<file path="src/rtl/mem_access_unit_if.sv">
// Bus bundle between the CPU load/store datapath, the memory access unit and
// the data SRAM. The unit sits behind the "slave" modport. The "master"
// modport drives both the CPU request side and the SRAM read data.
//
// Handshake: the CPU holds req with wr/size/sext/addr/wdata stable. The unit
// samples them only on a clock edge where busy is low. It answers each
// accepted request with exactly one single-cycle ack, with addr_err
// qualifying that ack. A request held high across ack is accepted again in
// the first idle cycle after it.
interface mem_access_unit_if;
   logic        req;
   logic        wr;
   logic [1:0]  size;
   logic        sext;
   logic [31:0] addr;
   logic [31:0] wdata;
   logic        busy;
   logic        ack;
   logic        addr_err;
   logic [31:0] rdata;
   logic        data_sram_en;
   logic [3:0]  data_sram_wen;
   logic [31:0] data_sram_addr;
   logic [31:0] data_sram_wdata;
   logic [31:0] data_sram_rdata;

   modport slave (
      input  req, wr, size, sext, addr, wdata, data_sram_rdata,
      output busy, ack, addr_err, rdata,
             data_sram_en, data_sram_wen, data_sram_addr, data_sram_wdata
   );

   modport master (
      output req, wr, size, sext, addr, wdata, data_sram_rdata,
      input  busy, ack, addr_err, rdata,
             data_sram_en, data_sram_wen, data_sram_addr, data_sram_wdata
   );
endinterface

</file>
<file path="src/rtl/mem_access_unit.sv">
// Data-side memory access unit. It takes one byte, halfword or word request
// at a time and drives the synchronous data SRAM. For stores it produces byte
// enables and lane-replicated data. For loads it waits RD_LAT cycles, then
// returns the extracted lane, sign- or zero-extended. Misaligned requests
// finish with addr_err and never touch the SRAM.
module mem_access_unit #(
   parameter int RD_LAT = 1   // SRAM read latency, 1..4 cycles
) (
   input  logic             clk,
   input  logic             resetn,
   mem_access_unit_if.slave bus,
   output logic [1:0]       dbg_state_o
);

   typedef enum logic [1:0] {IDLE, ACCESS, WAIT, DONE} state_t;

   state_t      state_q, state_d;
   logic [2:0]  cnt_q, cnt_d;
   logic [31:0] rdata_q, rdata_d;
   logic [31:0] sram_addr_q, sram_addr_d;
   logic [31:0] sram_wdata_q, sram_wdata_d;
   logic        accept;
   logic        misaligned;
   logic [3:0]  be_new;
   logic [31:0] wdata_rep;

   // Request fields held for the duration of one transaction.
   logic        wr_q, sext_q, err_q;
   logic [1:0]  size_q;
   logic [1:0]  lane_q;
   logic [3:0]  be_q;

   logic [7:0]  byte_sel;
   logic [15:0] half_sel;
   logic [31:0] load_ext;

   // Decode the incoming request: alignment, byte enables and replicated data.
   always_comb begin
      misaligned = 1'b0;
      be_new     = 4'b1111;
      wdata_rep  = bus.wdata;
      case (bus.size)
         2'b00: begin
            be_new    = 4'b0001 << bus.addr[1:0];
            wdata_rep = {4{bus.wdata[7:0]}};
         end
         2'b01: begin
            misaligned = bus.addr[0];
            be_new     = 4'b0011 << bus.addr[1:0];
            wdata_rep  = {2{bus.wdata[15:0]}};
         end
         2'b10:   misaligned = (bus.addr[1:0] != 2'b00);
         default: misaligned = 1'b1;
      endcase
   end

   // Pick the addressed lane out of the SRAM word and extend it.
   always_comb begin
      byte_sel = bus.data_sram_rdata[{lane_q, 3'b000} +: 8];
      half_sel = lane_q[1] ? bus.data_sram_rdata[31:16] : bus.data_sram_rdata[15:0];
      case (size_q)
         2'b00:   load_ext = {{24{sext_q & byte_sel[7]}}, byte_sel};
         2'b01:   load_ext = {{16{sext_q & half_sel[15]}}, half_sel};
         default: load_ext = bus.data_sram_rdata;
      endcase
   end

   // Next-state logic and datapath register updates for the transaction FSM.
   always_comb begin
      state_d      = state_q;
      cnt_d        = cnt_q;
      rdata_d      = rdata_q;
      sram_addr_d  = sram_addr_q;
      sram_wdata_d = sram_wdata_q;
      accept       = 1'b0;
      case (state_q)
         IDLE: begin
            if (bus.req) begin
               accept = 1'b1;
               if (misaligned) begin
                  state_d = DONE;
               end else begin
                  state_d     = ACCESS;
                  sram_addr_d = {bus.addr[31:2], 2'b00};
                  if (bus.wr) sram_wdata_d = wdata_rep;
               end
            end
         end
         ACCESS: begin
            if (wr_q) begin
               state_d = DONE;
            end else begin
               cnt_d   = 3'(RD_LAT);
               state_d = WAIT;
            end
         end
         WAIT: begin
            cnt_d = cnt_q - 3'd1;
            if (cnt_q == 3'd1) begin
               rdata_d = load_ext;
               state_d = DONE;
            end
         end
         DONE:    state_d = IDLE;
         default: state_d = IDLE;
      endcase
   end

   // State, counter and SRAM-facing registers; reset aborts any transaction.
   always_ff @(posedge clk or negedge resetn) begin
      if (!resetn) begin
         state_q      <= IDLE;
         cnt_q        <= 3'd0;
         rdata_q      <= 32'h0;
         sram_addr_q  <= 32'h0;
         sram_wdata_q <= 32'h0;
      end else begin
         state_q      <= state_d;
         cnt_q        <= cnt_d;
         rdata_q      <= rdata_d;
         sram_addr_q  <= sram_addr_d;
         sram_wdata_q <= sram_wdata_d;
      end
   end

   // Capture the request attributes when a request is accepted in IDLE.
   always_ff @(posedge clk or negedge resetn) begin
      if (!resetn) begin
         wr_q   <= 1'b0;
         sext_q <= 1'b0;
         err_q  <= 1'b0;
         size_q <= 2'b00;
         lane_q <= 2'b00;
         be_q   <= 4'b0000;
      end else if (accept) begin
         wr_q   <= bus.wr;
         sext_q <= bus.sext;
         err_q  <= misaligned;
         size_q <= bus.size;
         lane_q <= bus.addr[1:0];
         be_q   <= be_new;
      end
   end

   // en/wen come straight from the state, so reset drops them immediately.
   assign bus.busy            = (state_q != IDLE);
   assign bus.ack             = (state_q == DONE);
   assign bus.addr_err        = (state_q == DONE) && err_q;
   assign bus.rdata           = rdata_q;
   assign bus.data_sram_en    = (state_q == ACCESS);
   assign bus.data_sram_wen   = ((state_q == ACCESS) && wr_q) ? be_q : 4'b0000;
   assign bus.data_sram_addr  = sram_addr_q;
   assign bus.data_sram_wdata = sram_wdata_q;
   assign dbg_state_o         = state_q;

endmodule
</file>
<file path="src/flat_wrapper.sv">
// flat-port wrapper written by rule: the top's interface ports become plain ports
module mem_access_unit_flat 
#(
   parameter int RD_LAT = 1                                    
)
  (clk, resetn, dbg_state_o, bus_req, bus_wr, bus_size, bus_sext, bus_addr, bus_wdata, bus_data_sram_rdata, bus_busy, bus_ack, bus_addr_err, bus_rdata, bus_data_sram_en, bus_data_sram_wen, bus_data_sram_addr, bus_data_sram_wdata);
  mem_access_unit_if bus_i ();
  input  logic clk;
  input  logic resetn;
  output logic [1:0] dbg_state_o;
  input wire logic [$bits(bus_i.req)-1:0] bus_req;
  input wire logic [$bits(bus_i.wr)-1:0] bus_wr;
  input wire logic [$bits(bus_i.size)-1:0] bus_size;
  input wire logic [$bits(bus_i.sext)-1:0] bus_sext;
  input wire logic [$bits(bus_i.addr)-1:0] bus_addr;
  input wire logic [$bits(bus_i.wdata)-1:0] bus_wdata;
  input wire logic [$bits(bus_i.data_sram_rdata)-1:0] bus_data_sram_rdata;
  output wire logic [$bits(bus_i.busy)-1:0] bus_busy;
  output wire logic [$bits(bus_i.ack)-1:0] bus_ack;
  output wire logic [$bits(bus_i.addr_err)-1:0] bus_addr_err;
  output wire logic [$bits(bus_i.rdata)-1:0] bus_rdata;
  output wire logic [$bits(bus_i.data_sram_en)-1:0] bus_data_sram_en;
  output wire logic [$bits(bus_i.data_sram_wen)-1:0] bus_data_sram_wen;
  output wire logic [$bits(bus_i.data_sram_addr)-1:0] bus_data_sram_addr;
  output wire logic [$bits(bus_i.data_sram_wdata)-1:0] bus_data_sram_wdata;
  assign bus_i.req = bus_req;
  assign bus_i.wr = bus_wr;
  assign bus_i.size = bus_size;
  assign bus_i.sext = bus_sext;
  assign bus_i.addr = bus_addr;
  assign bus_i.wdata = bus_wdata;
  assign bus_i.data_sram_rdata = bus_data_sram_rdata;
  assign bus_busy = bus_i.busy;
  assign bus_ack = bus_i.ack;
  assign bus_addr_err = bus_i.addr_err;
  assign bus_rdata = bus_i.rdata;
  assign bus_data_sram_en = bus_i.data_sram_en;
  assign bus_data_sram_wen = bus_i.data_sram_wen;
  assign bus_data_sram_addr = bus_i.data_sram_addr;
  assign bus_data_sram_wdata = bus_i.data_sram_wdata;
  mem_access_unit #(.RD_LAT(RD_LAT)) u_core (.clk(clk), .resetn(resetn), .bus(bus_i), .dbg_state_o(dbg_state_o));
endmodule
</file>
<file path="config.mk">
export PLATFORM = sky130hd
export DESIGN_NAME = mem_access_unit_flat
export DESIGN_NICKNAME = d
export VERILOG_FILES = /design/src/rtl/mem_access_unit_if.sv /design/src/rtl/mem_access_unit.sv /design/src/flat_wrapper.sv
export SDC_FILE = /design/constraint.sdc
export NUM_CORES = 1
export LEC_CHECK = 0
export ABC_AREA = 1
export BUFFER_PORTS_ARGS = -buffer_cell sky130_fd_sc_hd__buf_4
export CELL_PAD_IN_SITES_DETAIL_PLACEMENT = 1
export CELL_PAD_IN_SITES_GLOBAL_PLACEMENT = 2
export CORE_MARGIN = 2
export CORE_UTILIZATION = 25
export CTS_BUF_LIST = sky130_fd_sc_hd__clkbuf_8
export DETAILED_ROUTE_END_ITERATION = 7
export HOLD_SLACK_MARGIN = 0.15
export PLACE_DENSITY_LB_ADDON = 0.1
export SKIP_CTS_REPAIR_TIMING = 1
export SYNTH_ARGS = -nofsm -noshare
export SYNTH_HDL_FRONTEND = slang
export SYNTH_SLANG_ARGS = --single-unit
</file>
<file path="constraint.sdc">
create_clock -name clk -period 1.5 [get_ports clk]
set_input_delay 0.3 -clock clk [delete_from_list [all_inputs] [get_ports clk]]
set_output_delay 0.3 -clock clk [all_outputs]
set_load 0.02 [all_outputs]
</file>
==> results of run 1 <==
## worst min-delay path by stage
stage	startpoint	end	slack, ns	cells after the start
floorplan	resetn	u_core.be_q[0]	0.004	0
global placement	resetn	u_core.cnt_q[0]	0.29	1
detailed placement	resetn	u_core.cnt_q[0]	0.29	1
CTS	resetn	u_core.cnt_q[0]	-0.15	1
global route	bus_wdata[12]	u_core.bus.data_sram_wdata[12]	0.18	3
finish	bus_wdata[28]	u_core.bus.data_sram_wdata[28]	0.19	3
## worst min-delay path, stage by stage
cell and delay, ns:
buf_4 0.08, a21oi_1 0.07, o21ai_2 0.10
## stage by stage
step	setup WS [ns]	total power [uW]	std cells
final	-0.227	18300	1236
after global routing	-0.304	19700	1236
after CTS	-0.413	16400	1169
after detailed placement	-0.121	14400	1153
after global placement	-0.0686	14100	1153
after floorplan	-0.00470	10400	667
## flip-flops by register name, summed over array words and instances (netlist names)
| signal | cells |
|---|---|
| u_core.be_q | 4 |
| u_core.bus.data_sram_addr | 30 |
| u_core.bus.data_sram_wdata | 32 |
| u_core.bus.rdata | 32 |
| u_core.cnt_q | 3 |
| u_core.dbg_state_o | 2 |
| u_core.err_q | 1 |
| u_core.lane_q | 2 |
| u_core.sext_q | 1 |
| u_core.size_q | 2 |
| u_core.wr_q | 1 |
## final cells by class
class                   count  area (um^2)  share of cell area (%)
well taps                 275          344                    3.75
repair buffers            310         2830                    30.8
clock inverters             7         72.6                   0.790
multi-input cells         462         2800                    30.5
clock buffers               9          124                    1.35
flip-flops and latches    110         2760                    30.0
inverters                  63          259                    2.82
## cell families after synthesis
logic type,after synthesis,share of synthesized area [%]
AO/OA/AOI/OAI,157,16.9
buffers and inverters,96,8.23
other,1,0.0691
AND/OR/NAND/NOR,295,22.5
adder cells (fa/ha/maj),7,1.61
flip-flops,110,50.7
## power groups by stage
stage	sequential [uW]	combinational [uW]	clock, uW
finish	5540	10900	1910
global route	5730	11800	2110
CTS	5290	9080	2000
detailed placement	5340	9050	0
global placement	5250	8850	0
floorplan	6710	3640	0
## Yosys cell counts
library cell | instances | share of area (%)
o22a_1 | 1 | 0.16
ha_1 | 7 | 1.6
nor2_1 | 24 | 1.7
o21ai_2 | 20 | 3.2
dfrtp_1 | 110 | 51
buf_6 | 8 | 1.7
nand2_4 | 3 | 0.62
nand3_1 | 9 | 0.83
nand2_1 | 236 | 16
inv_2 | 2 | 0.14
o22ai_1 | 1 | 0.12
conb_1 | 1 | 0.069
nor2_4 | 1 | 0.21
nor2_2 | 1 | 0.12
a22oi_1 | 1 | 0.14
o221ai_1 | 2 | 0.32
nand2_2 | 3 | 0.35
nor2_8 | 1 | 0.37
buf_4 | 3 | 0.41
a21oi_2 | 10 | 1.6
inv_1 | 60 | 4.1
nand3_2 | 1 | 0.18
or2_2 | 16 | 1.8
clkbuf_1 | 11 | 0.76
a21oi_1 | 65 | 6.0
buf_2 | 11 | 1.0
o211ai_1 | 1 | 0.14
o21ai_0 | 46 | 4.2
clkinv_2 | 1 | 0.092
o21ai_1 | 10 | 0.92
## layer usage
metal	vias to the layer above	GRT usage, %	part of all wire [%]
met3	12	5.42	6.8
met1	2677	20.3	43
li1	2685	-	-
met2	138	26.8	49
met5	-	0	0
met4	0	4.72	1.1
==> summary.txt, run 1 <==
Critical path
  • Reg2reg setup slack: -0.17 ns
  • CP required: 1.20 ns
  • Critical path endpoint category: output pin
  • Worst R2R End: u_core.bus.rdata[16]
  • Critical path launch point: u_core.dbg_state_o[0]
  • FF-to-FF path depth: 8
  • Max stage delay on crit path: 0.45 ns
  • Reg2Reg Launch Point: u_core.dbg_state_o[1]
  • CP startpoint kind: flip-flop
  • Most frequent cell on the critical path: buf_6
  • Slowest stage cell, crit path: dfrtp_2
  • CP top delay family: flip-flops
  • Worst setup path endpoint: bus_data_sram_wen[2]
  • Cell Chain, Critical Path: buf_6, ha_4, nand2_8, nor2_4, buf_6
  • Crit-path max FO: 6
  • Worst Path Buf+Inv: 2
  • Critical path class: flip-flop to output pin
  • CP Depth: 5
  • CP arrival: 1.43 ns

Synthesis
  • Flops & latches, synth: 110
  • YS warnings: 0
  • Post-synth cell types: 30
  • Post-synthesis area per instance: 8.15 um^2
  • Post-synthesis sequential area ratio: 50.7%
  • Post-Synthesis Cell Area: 5430 um^2
  • Syn Inst Count: 666

Routing
  • Vias post-DR: 5512
  • Final WL: 20900 um
  • DR WL/cell: 16.9 um
  • Iter 0 DRT Violations: 158
  • Via-to-Cell Ratio: 4.46
  • DRC violations left: 0
  • Post-route ant nets: 0
  • Pre-antenna DRT Iters: 4

Power and ir drop
  • Pint: 10100 uW
  • Power per cell area: 1990 nW/um^2
  • NetSw: 8170 uW
  • Worst VDD drop: 0.741 mV
  • Leakage: 0.00461 uW
  • Sequential share of power: 30.3%
  • Comb power frac: 59.3%
  • Switching part of the total: 44.6%
  • Clk network pwr share: 10.4%

Final layout
  • # nets final: 1066
  • Layout filler cell count: 2493
  • Commonest non-fill, non-tap cells in the layout: buf_4, nand2_1, dfrtp_1, a21oi_1, inv_1
  • Utilization after layout: 43.4%
  • Layout overhead on the synthesized area: 69.2%
  • Layout cells sized above 1: 49.4%
  • Ant diodes: 0
  • Layout Cell Area excl Fill: 9190 um^2
  • Leading cell type in the layout, fill and taps excluded: buf_4

Flow run
  • Max_cap viols: 0

Floorplanning
  • Ports: 209
  • Site Rows: 53
  • Initial cell density of the core: 25.7%
  • Die X: 151 um
  • Core box area: 21200 um^2
  • Die ar.: 22900 um^2
  • Die extent in y: 151 um

Run status
  • Failing checks: setup timing
  • Outcome: finished, violations left

STA
  • Crit path time final: 1.73 ns
  • Worst hold margin: 0.193 ns
  • Fin crit share: 115%
  • Setup TNS: -11.60 ns
  • Fin. max-slew vios: 0
  • Final setup fails: 104
  • RSZ-0062 raised after global routing: true
  • Fmax: 579 MHz
  • Clk_skew: 0.0122 ns
  • Final Hold Fails: 0
  • Worst Slack Setup Final: -0.227 ns

Place
  • Gpl congestion: 0.775
  • Port Buffers: 206
  • DPL Wire Length: 14100 um
  • Placed Area: 7510 um^2

Clock tree
  • H-tree levels: 3
  • CTS tree: yes
  • Root Buffer Master: clkbuf_8
  • Clock sink total: 110
  • Clk Latency, worst-skew pair: 0.38 ns
  • Clock Path Buffers: 2
  • CTS Buf Count: 9
  • Reg clk slew, reported paths: 0.12 ns

GRT
  • Largest net degree at the start of global routing: 37
  • Gr usage total: 16.3%
  • Antenna violations before repair: 0
  • Global-route wire length before repair: 28800 um
  • Grt total ovfl: 0
  • Vias in the first global route: 5416

Hold path
  • Hold Crit Class: primary input to flip-flop
No activity file was read; power rests on OpenSTA's default activity.
==> run 2: changes to the inputs <==
--- a/config.mk
+++ b/config.mk
@@ -12,6 +12,7 @@
 export CORE_MARGIN = 2
 export CORE_UTILIZATION = 25
 export CTS_BUF_LIST = sky130_fd_sc_hd__clkbuf_8
+export CTS_CLUSTER_SIZE = 8
 export DETAILED_ROUTE_END_ITERATION = 7
 export HOLD_SLACK_MARGIN = 0.15
 export PLACE_DENSITY_LB_ADDON = 0.1
==> constraint.sdc (replaced) <==
create_clock -name clk -period 1.4 [get_ports clk]
set_input_delay 0.28 -clock clk [delete_from_list [all_inputs] [get_ports clk]]
set_output_delay 0.28 -clock clk [all_outputs]
set_load 0.02 [all_outputs]
==> run 2 against run 1 <==
Compared with the run above: the flow still finishes with violations (setup timing); wire length fell by 4.6%; combinational power rose by 10%; design area grew 0.11%; worst hold slack got worse by 0.035 ns; non-clock buffer count increased by 7; clock power increased by 18%.
==> summary.txt, run 2 (synthesis gave the netlist of run 1 again) <==
Clock tree
  • H-tree levels: 3 (unchanged)
  • Clk Latency, worst-skew pair: 0.39 ns (about the same)
  • CTS tree: yes
  • Reg clk slew, reported paths: 0.12 ns (about the same)
  • CTS Buf Count: 9 (unchanged)
  • Clock sink total: 110 (unchanged)
  • Clock Path Buffers: 2 (unchanged)
  • Root Buffer Master: clkbuf_8

GRT
  • Grt total ovfl: 0 (unchanged)
  • Global-route wire length before repair: 28800 um (-0.24%)
  • Largest net degree at the start of global routing: 39 (+5.4%)
  • Antenna violations before repair: 0 (unchanged)
  • Gr usage total: 16.1% (-0.14 points)
  • Vias in the first global route: 5578 (+3.0%)

STA
  • Clk_skew: 0.0132 ns (+0.00108 ns)
  • Final setup fails: 111 (+6.7%)
  • Fin. max-slew vios: 0 (unchanged)
  • Slew headroom: 65.6%
  • Crit path time final: 1.71 ns
  • Final Hold Fails: 0 (unchanged)
  • Fin crit share: 122%
  • Tightest Pin Transition: 0.515 ns
  • Worst Slack Setup Final: -0.307 ns (-0.0801 ns)
  • RSZ-0062 raised after global routing: true
  • Fmax: 586 MHz

Floorplanning
  • Die ar.: 22900 um^2 (unchanged)
  • Site Rows: 53 (unchanged)
  • Die extent in y: 151 um (unchanged)
  • Die X: 151 um (unchanged)
  • Initial cell density of the core: 25.7% (unchanged)
  • Core box area: 21200 um^2 (unchanged)
  • Ports: 209 (unchanged)

Power and ir drop
  • Worst VDD drop: 0.773 mV (+4.3%)
  • Leakage: 0.00463 uW (+0.30%)
  • Power per cell area: 2180 nW/um^2 (+9.2%)

Routing
  • Pre-antenna DRT Iters: 4 (unchanged)
  • DR WL/cell: 16.0 um (-5.2%)
  • Via-to-Cell Ratio: 4.45 (-0.28%)
  • Post-route ant nets: 0 (unchanged)
  • DRC violations left: 0 (unchanged)
  • Final WL: 19900 um (-4.6%)
  • Iter 0 DRT Violations: 140 (-11%)
  • Vias post-DR: 5532 (+0.36%)

Critical path
  • CP arrival: 1.43 ns (about the same)
  • Critical path class: flip-flop to output pin
  • Max stage delay on crit path: 0.47 ns (+0.02 ns)
  • Reg2reg setup slack: -0.29 ns (-0.12 ns)
  • Crit-path max FO: 5 (-1)
  • CP startpoint kind: flip-flop
  • CP required: 1.12 ns (-0.08 ns)
  • Slowest stage cell, crit path: dfrtp_2
  • Reg2Reg Launch Point: u_core.dbg_state_o[0]
  • FF-to-FF path depth: 10 (+2)
  • Cell Chain, Critical Path: inv_4, ha_4, nand2_8, nor2_4, buf_6
  • Critical path endpoint category: output pin
  • Worst R2R End: u_core.bus.rdata[13]

Run status
  • Failing checks: setup timing
  • Outcome: finished, violations left

Final layout
  • Utilization after layout: 43.5% (+0.047 points)
  • Non-Filler Instances: 1244 (+0.65%)
  • Layout cells sized above 1: 47.6% (-1.9 points)
  • Layout overhead on the synthesized area: 69.4%
  • # nets final: 1074 (+0.75%)
  • Commonest non-fill, non-tap cells in the layout: buf_4, nand2_1, dfrtp_1, inv_1, a21oi_1
  • Ant diodes: 0 (unchanged)
  • Layout Cell Area excl Fill: 9200 um^2 (+0.11%)
  • Leading cell type in the layout, fill and taps excluded: buf_4

Hold path
  • Hold depth: 3 (unchanged)
  • Hold Crit Class: primary input to flip-flop
  • Worst hold path startpoint: bus_wdata[26]
  • Hold endpoint: u_core.bus.data_sram_wdata[26]

Place
  • Number of placed cells counting well taps: 1165 (+1.0%)
  • DPL Wire Length: 14300 um (+1.4%)
  • Gpl congestion: 0.845 (+9.0%)
  • Port Buffers: 206 (unchanged)
  • Place WS: -0.151 ns (-0.0302 ns)
  • Placed Area: 7720 um^2 (+2.7%)

Flow run
  • Max_cap viols: 0 (unchanged)
-- run 2: critical path: cells and delay by family (launching register included) --
kind,cells,cell delay (ns)
flip-flops,1,0.47
buffers and inverters,2,0.22
AND/OR/NAND/NOR,2,0.19
adder cells (fa/ha/maj),1,0.18
-- run 2: worst max path at each step --
stage | from | end | slack [ns] | cells past startpoint
finish | u_core.dbg_state_o[1] | bus_data_sram_wen[0] | -0.31 | 5
global route | u_core.dbg_state_o[1] | bus_data_sram_wen[0] | -0.38 | 5
CTS | u_core.dbg_state_o[0] | bus_data_sram_wen[0] | -0.40 | 5
detailed placement | bus_size[0] | u_core.bus.data_sram_wdata[10] | -0.15 | 8
global placement | bus_size[0] | u_core.bus.data_sram_wdata[21] | -0.11 | 8
floorplan | u_core.dbg_state_o[1] | u_core.bus.data_sram_wdata[10] | -0.03 | 8
-- run 2: cell type report --
cell class	count	area (um^2)
Clock inverter	7	108
Inverter	63	265
Fill cell	2507	12000
Timing Repair Buffer	317	2840
Multi-Input combinational cell	461	2730
Clock buffer	9	124
Tap cell	275	344
Sequential cell	110	2760
Timing Repair inverter	2	27.5
-- run 2: metrics by stage --
step	hold WS [ns]	power (uW)	TNS [ns]
2_1_floorplan	-0.0156	11500	-0.883
3_3_place_gp	0.214	15700	-6.76
3_5_place_dp	0.216	16000	-4.40
4_1_cts	-0.221	18300	-7.37
5_1_grt	0.151	21500	-31.56
6_report	0.158	20000	-22.78
-- run 2: per-layer routing --
layer | vias to the layer above | global-route usage [%] | wire (um)
met3 | 19 | 4.16 | 1190
met4 | 0 | 5.56 | 344
met1 | 2673 | 19.8 | 8370
met5 | - | 0 | 0
met2 | 136 | 27.4 | 9980
li1 | 2704 | - | -
-- run 2: power by group --
group	switching, uW	internal, uW	leakage, uW
logic	6490	5510	0.00316
clock network	1230	1040	0.000117
registers	1030	4730	0.00135
==> run 3: changes to the inputs <==
--- a/config.mk
+++ b/config.mk
@@ -6,7 +6,7 @@
 export NUM_CORES = 1
 export LEC_CHECK = 0
 export ABC_AREA = 1
-export BUFFER_PORTS_ARGS = -buffer_cell sky130_fd_sc_hd__buf_4
+export BUFFER_PORTS_ARGS = -buffer_cell sky130_fd_sc_hd__buf_2
 export CELL_PAD_IN_SITES_DETAIL_PLACEMENT = 1
 export CELL_PAD_IN_SITES_GLOBAL_PLACEMENT = 2
 export CORE_MARGIN = 2
==> run 3 against run 2 <==
Compared with the run above: the flow still finishes with violations (setup timing); critical path type is now flip-flop to flip-flop; core utilization fell by 3.7 points; wire length is 1.5% higher; fmax down 1.2%; global-route usage grew 0.078 points.
==> summary.txt, run 3 (synthesis gave the netlist of run 1 again) <==
Power and ir drop
  • Power per cell area: 2190 nW/um^2 (+0.68%)
  • Leakage: 0.00439 uW (-5.1%)
  • Worst VDD drop: 0.645 mV (-17%)

Clock tree
  • Reg clk slew, reported paths: 0.11 ns (about the same)
  • CTS tree: yes
  • Root Buffer Master: clkbuf_8
  • Clk Latency, worst-skew pair: 0.39 ns (about the same)
  • CTS Buf Count: 9 (unchanged)
  • Clock sink total: 110 (unchanged)
  • H-tree levels: 3 (unchanged)
  • Clock Path Buffers: 2 (unchanged)

Routing
  • Post-route ant nets: 0 (unchanged)
  • DRC violations left: 0 (unchanged)
  • DR WL/cell: 16.3 um (+2.1%)
  • Via-to-Cell Ratio: 4.45 (+0.15%)
  • Final WL: 20200 um (+1.5%)
  • Iter 0 DRT Violations: 128 (-8.6%)
  • Pre-antenna DRT Iters: 4 (unchanged)
  • Vias post-DR: 5509 (-0.42%)

Floorplanning
  • Die X: 151 um (unchanged)
  • Core box area: 21200 um^2 (unchanged)
  • Ports: 209 (unchanged)
  • Die extent in y: 151 um (unchanged)
  • Die ar.: 22900 um^2 (unchanged)
  • Initial cell density of the core: 25.7% (unchanged)
  • Site Rows: 53 (unchanged)

Final layout
  • Layout overhead on the synthesized area: 54.9%
  • # nets final: 1067 (-0.65%)
  • Layout Cell Area excl Fill: 8410 um^2 (-8.6%)
  • Utilization after layout: 39.8% (-3.7 points)
  • Non-Filler Instances: 1237 (-0.56%)
  • Leading cell type in the layout, fill and taps excluded: nand2_1
  • Layout cells sized above 1: 45.6% (-1.9 points)
  • Commonest non-fill, non-tap cells in the layout: nand2_1, buf_2, dfrtp_1, inv_1
  • Ant diodes: 0 (unchanged)

STA
  • Final setup fails: 116 (+4.5%)
  • Crit path time final: 1.73 ns (+0.0209 ns)
  • Fmax: 579 MHz (-1.2%)
  • Fin crit share: 123% (+1.5 points)
  • Worst Slack Setup Final: -0.328 ns (-0.0209 ns)
  • Final Hold Fails: 0 (unchanged)
  • Setup TNS: -27.17 ns (-4.39 ns)
  • Fin. max-slew vios: 0 (unchanged)
  • Worst hold margin: 0.158 ns (+0.000249 ns)
  • Clk_skew: 0.0125 ns (-0.000777 ns)
  • RSZ-0062 raised after global routing: true

Critical path
  • Reg2reg setup slack: -0.33 ns (-0.04 ns)
  • FF-to-FF path depth: 9 (-1)
  • CP required: 1.72 ns (+0.60 ns)
  • Critical path class: flip-flop to flip-flop
  • CP startpoint kind: flip-flop
  • Critical path endpoint category: flip-flop
  • Crit-path max FO: 15 (+10)
  • CP arrival: 2.05 ns (+0.62 ns)

Hold path
  • Hold Crit Class: primary input to flip-flop
  • Hold depth: 3 (unchanged)

GRT
  • Met3 GRT Util: 4.04% (-0.12 points)
  • Met1 GRT Util: 20.3% (+0.50 points)
  • Global-route wire length before repair: 28900 um (+0.62%)
  • Gr usage total: 16.2% (+0.078 points)
  • GR peak layer: met2
  • Antenna violations before repair: 1 (+1)
  • Vias in the first global route: 5523 (-0.99%)
  • Grt total ovfl: 0 (unchanged)
  • Largest net degree at the start of global routing: 49 (+26%)
  • Met2 Usage GRT: 27.4% (-0.068 points)

Place
  • DPL Wire Length: 14200 um (-0.99%)
  • Gpl congestion: 0.789 (-6.6%)
  • Number of placed cells counting well taps: 1164 (-0.086%)
  • Placed Area: 7200 um^2 (-6.7%)
  • Port Buffers: 206 (unchanged)

Run status
  • Outcome: finished, violations left
  • Failing checks: setup timing

Flow run
  • Max_cap viols: 0 (unchanged)
## run 3: area by class of cell
class	count	area [um^2]
Fill cell	2544	12700
Sequential cell	110	2760
Multi-Input combinational cell	461	2600
Timing Repair Buffer	310	2270
Tap cell	275	344
Inverter	63	259
Clock buffer	9	124
Clock inverter	7	40.0
Timing Repair inverter	2	17.5
## run 3: per-layer routing
layer / routed length, um / part of all wire [%]
met5: 0 / 0
met4: 352 / 1.7
met3: 1180 / 5.9
met2: 9960 / 49
met1: 8700 / 43
## run 3: worst paths after layout
path | startpoint | end
setup / recovery | u_core.dbg_state_o[1] | u_core.bus.data_sram_wdata[29]
hold / removal | bus_wdata[31] | u_core.bus.data_sram_wdata[31]
setup reg to reg | u_core.dbg_state_o[1] | u_core.bus.data_sram_wdata[29]
hold reg to reg | u_core.cnt_q[2] | u_core.cnt_q[2]
max in group asynchronous | resetn | u_core.dbg_state_o[0]
min in group asynchronous | resetn | u_core.bus.rdata[27]
## run 3: where the power goes
part	leakage, uW	switching [uW]	total [uW]	internal, uW
registers	0.00135	915	5640	4720
logic	0.00295	6400	11000	4550
clock network	0.0000904	1200	1840	639
## run 3: stage by stage
stage                     total power, uW  setup WS (ns)
after floorplan                     11500        -0.0291
after global routing                19900         -0.399
after global placement              14700        -0.0571
final                               18400         -0.328
after detailed placement            15000         -0.149
after CTS                           16900         -0.414
## run 3: worst max-delay path, cell delays in order, from the launching register on
cell	delay, ns
dfrtp_2	0.46
inv_4	0.09
buf_4	0.13
ha_4	0.15
buf_12	0.10
nand2_8	0.07
nor2_4	0.16
nand2_4	0.13
clkbuf_16	0.21
o21ai_1	0.16
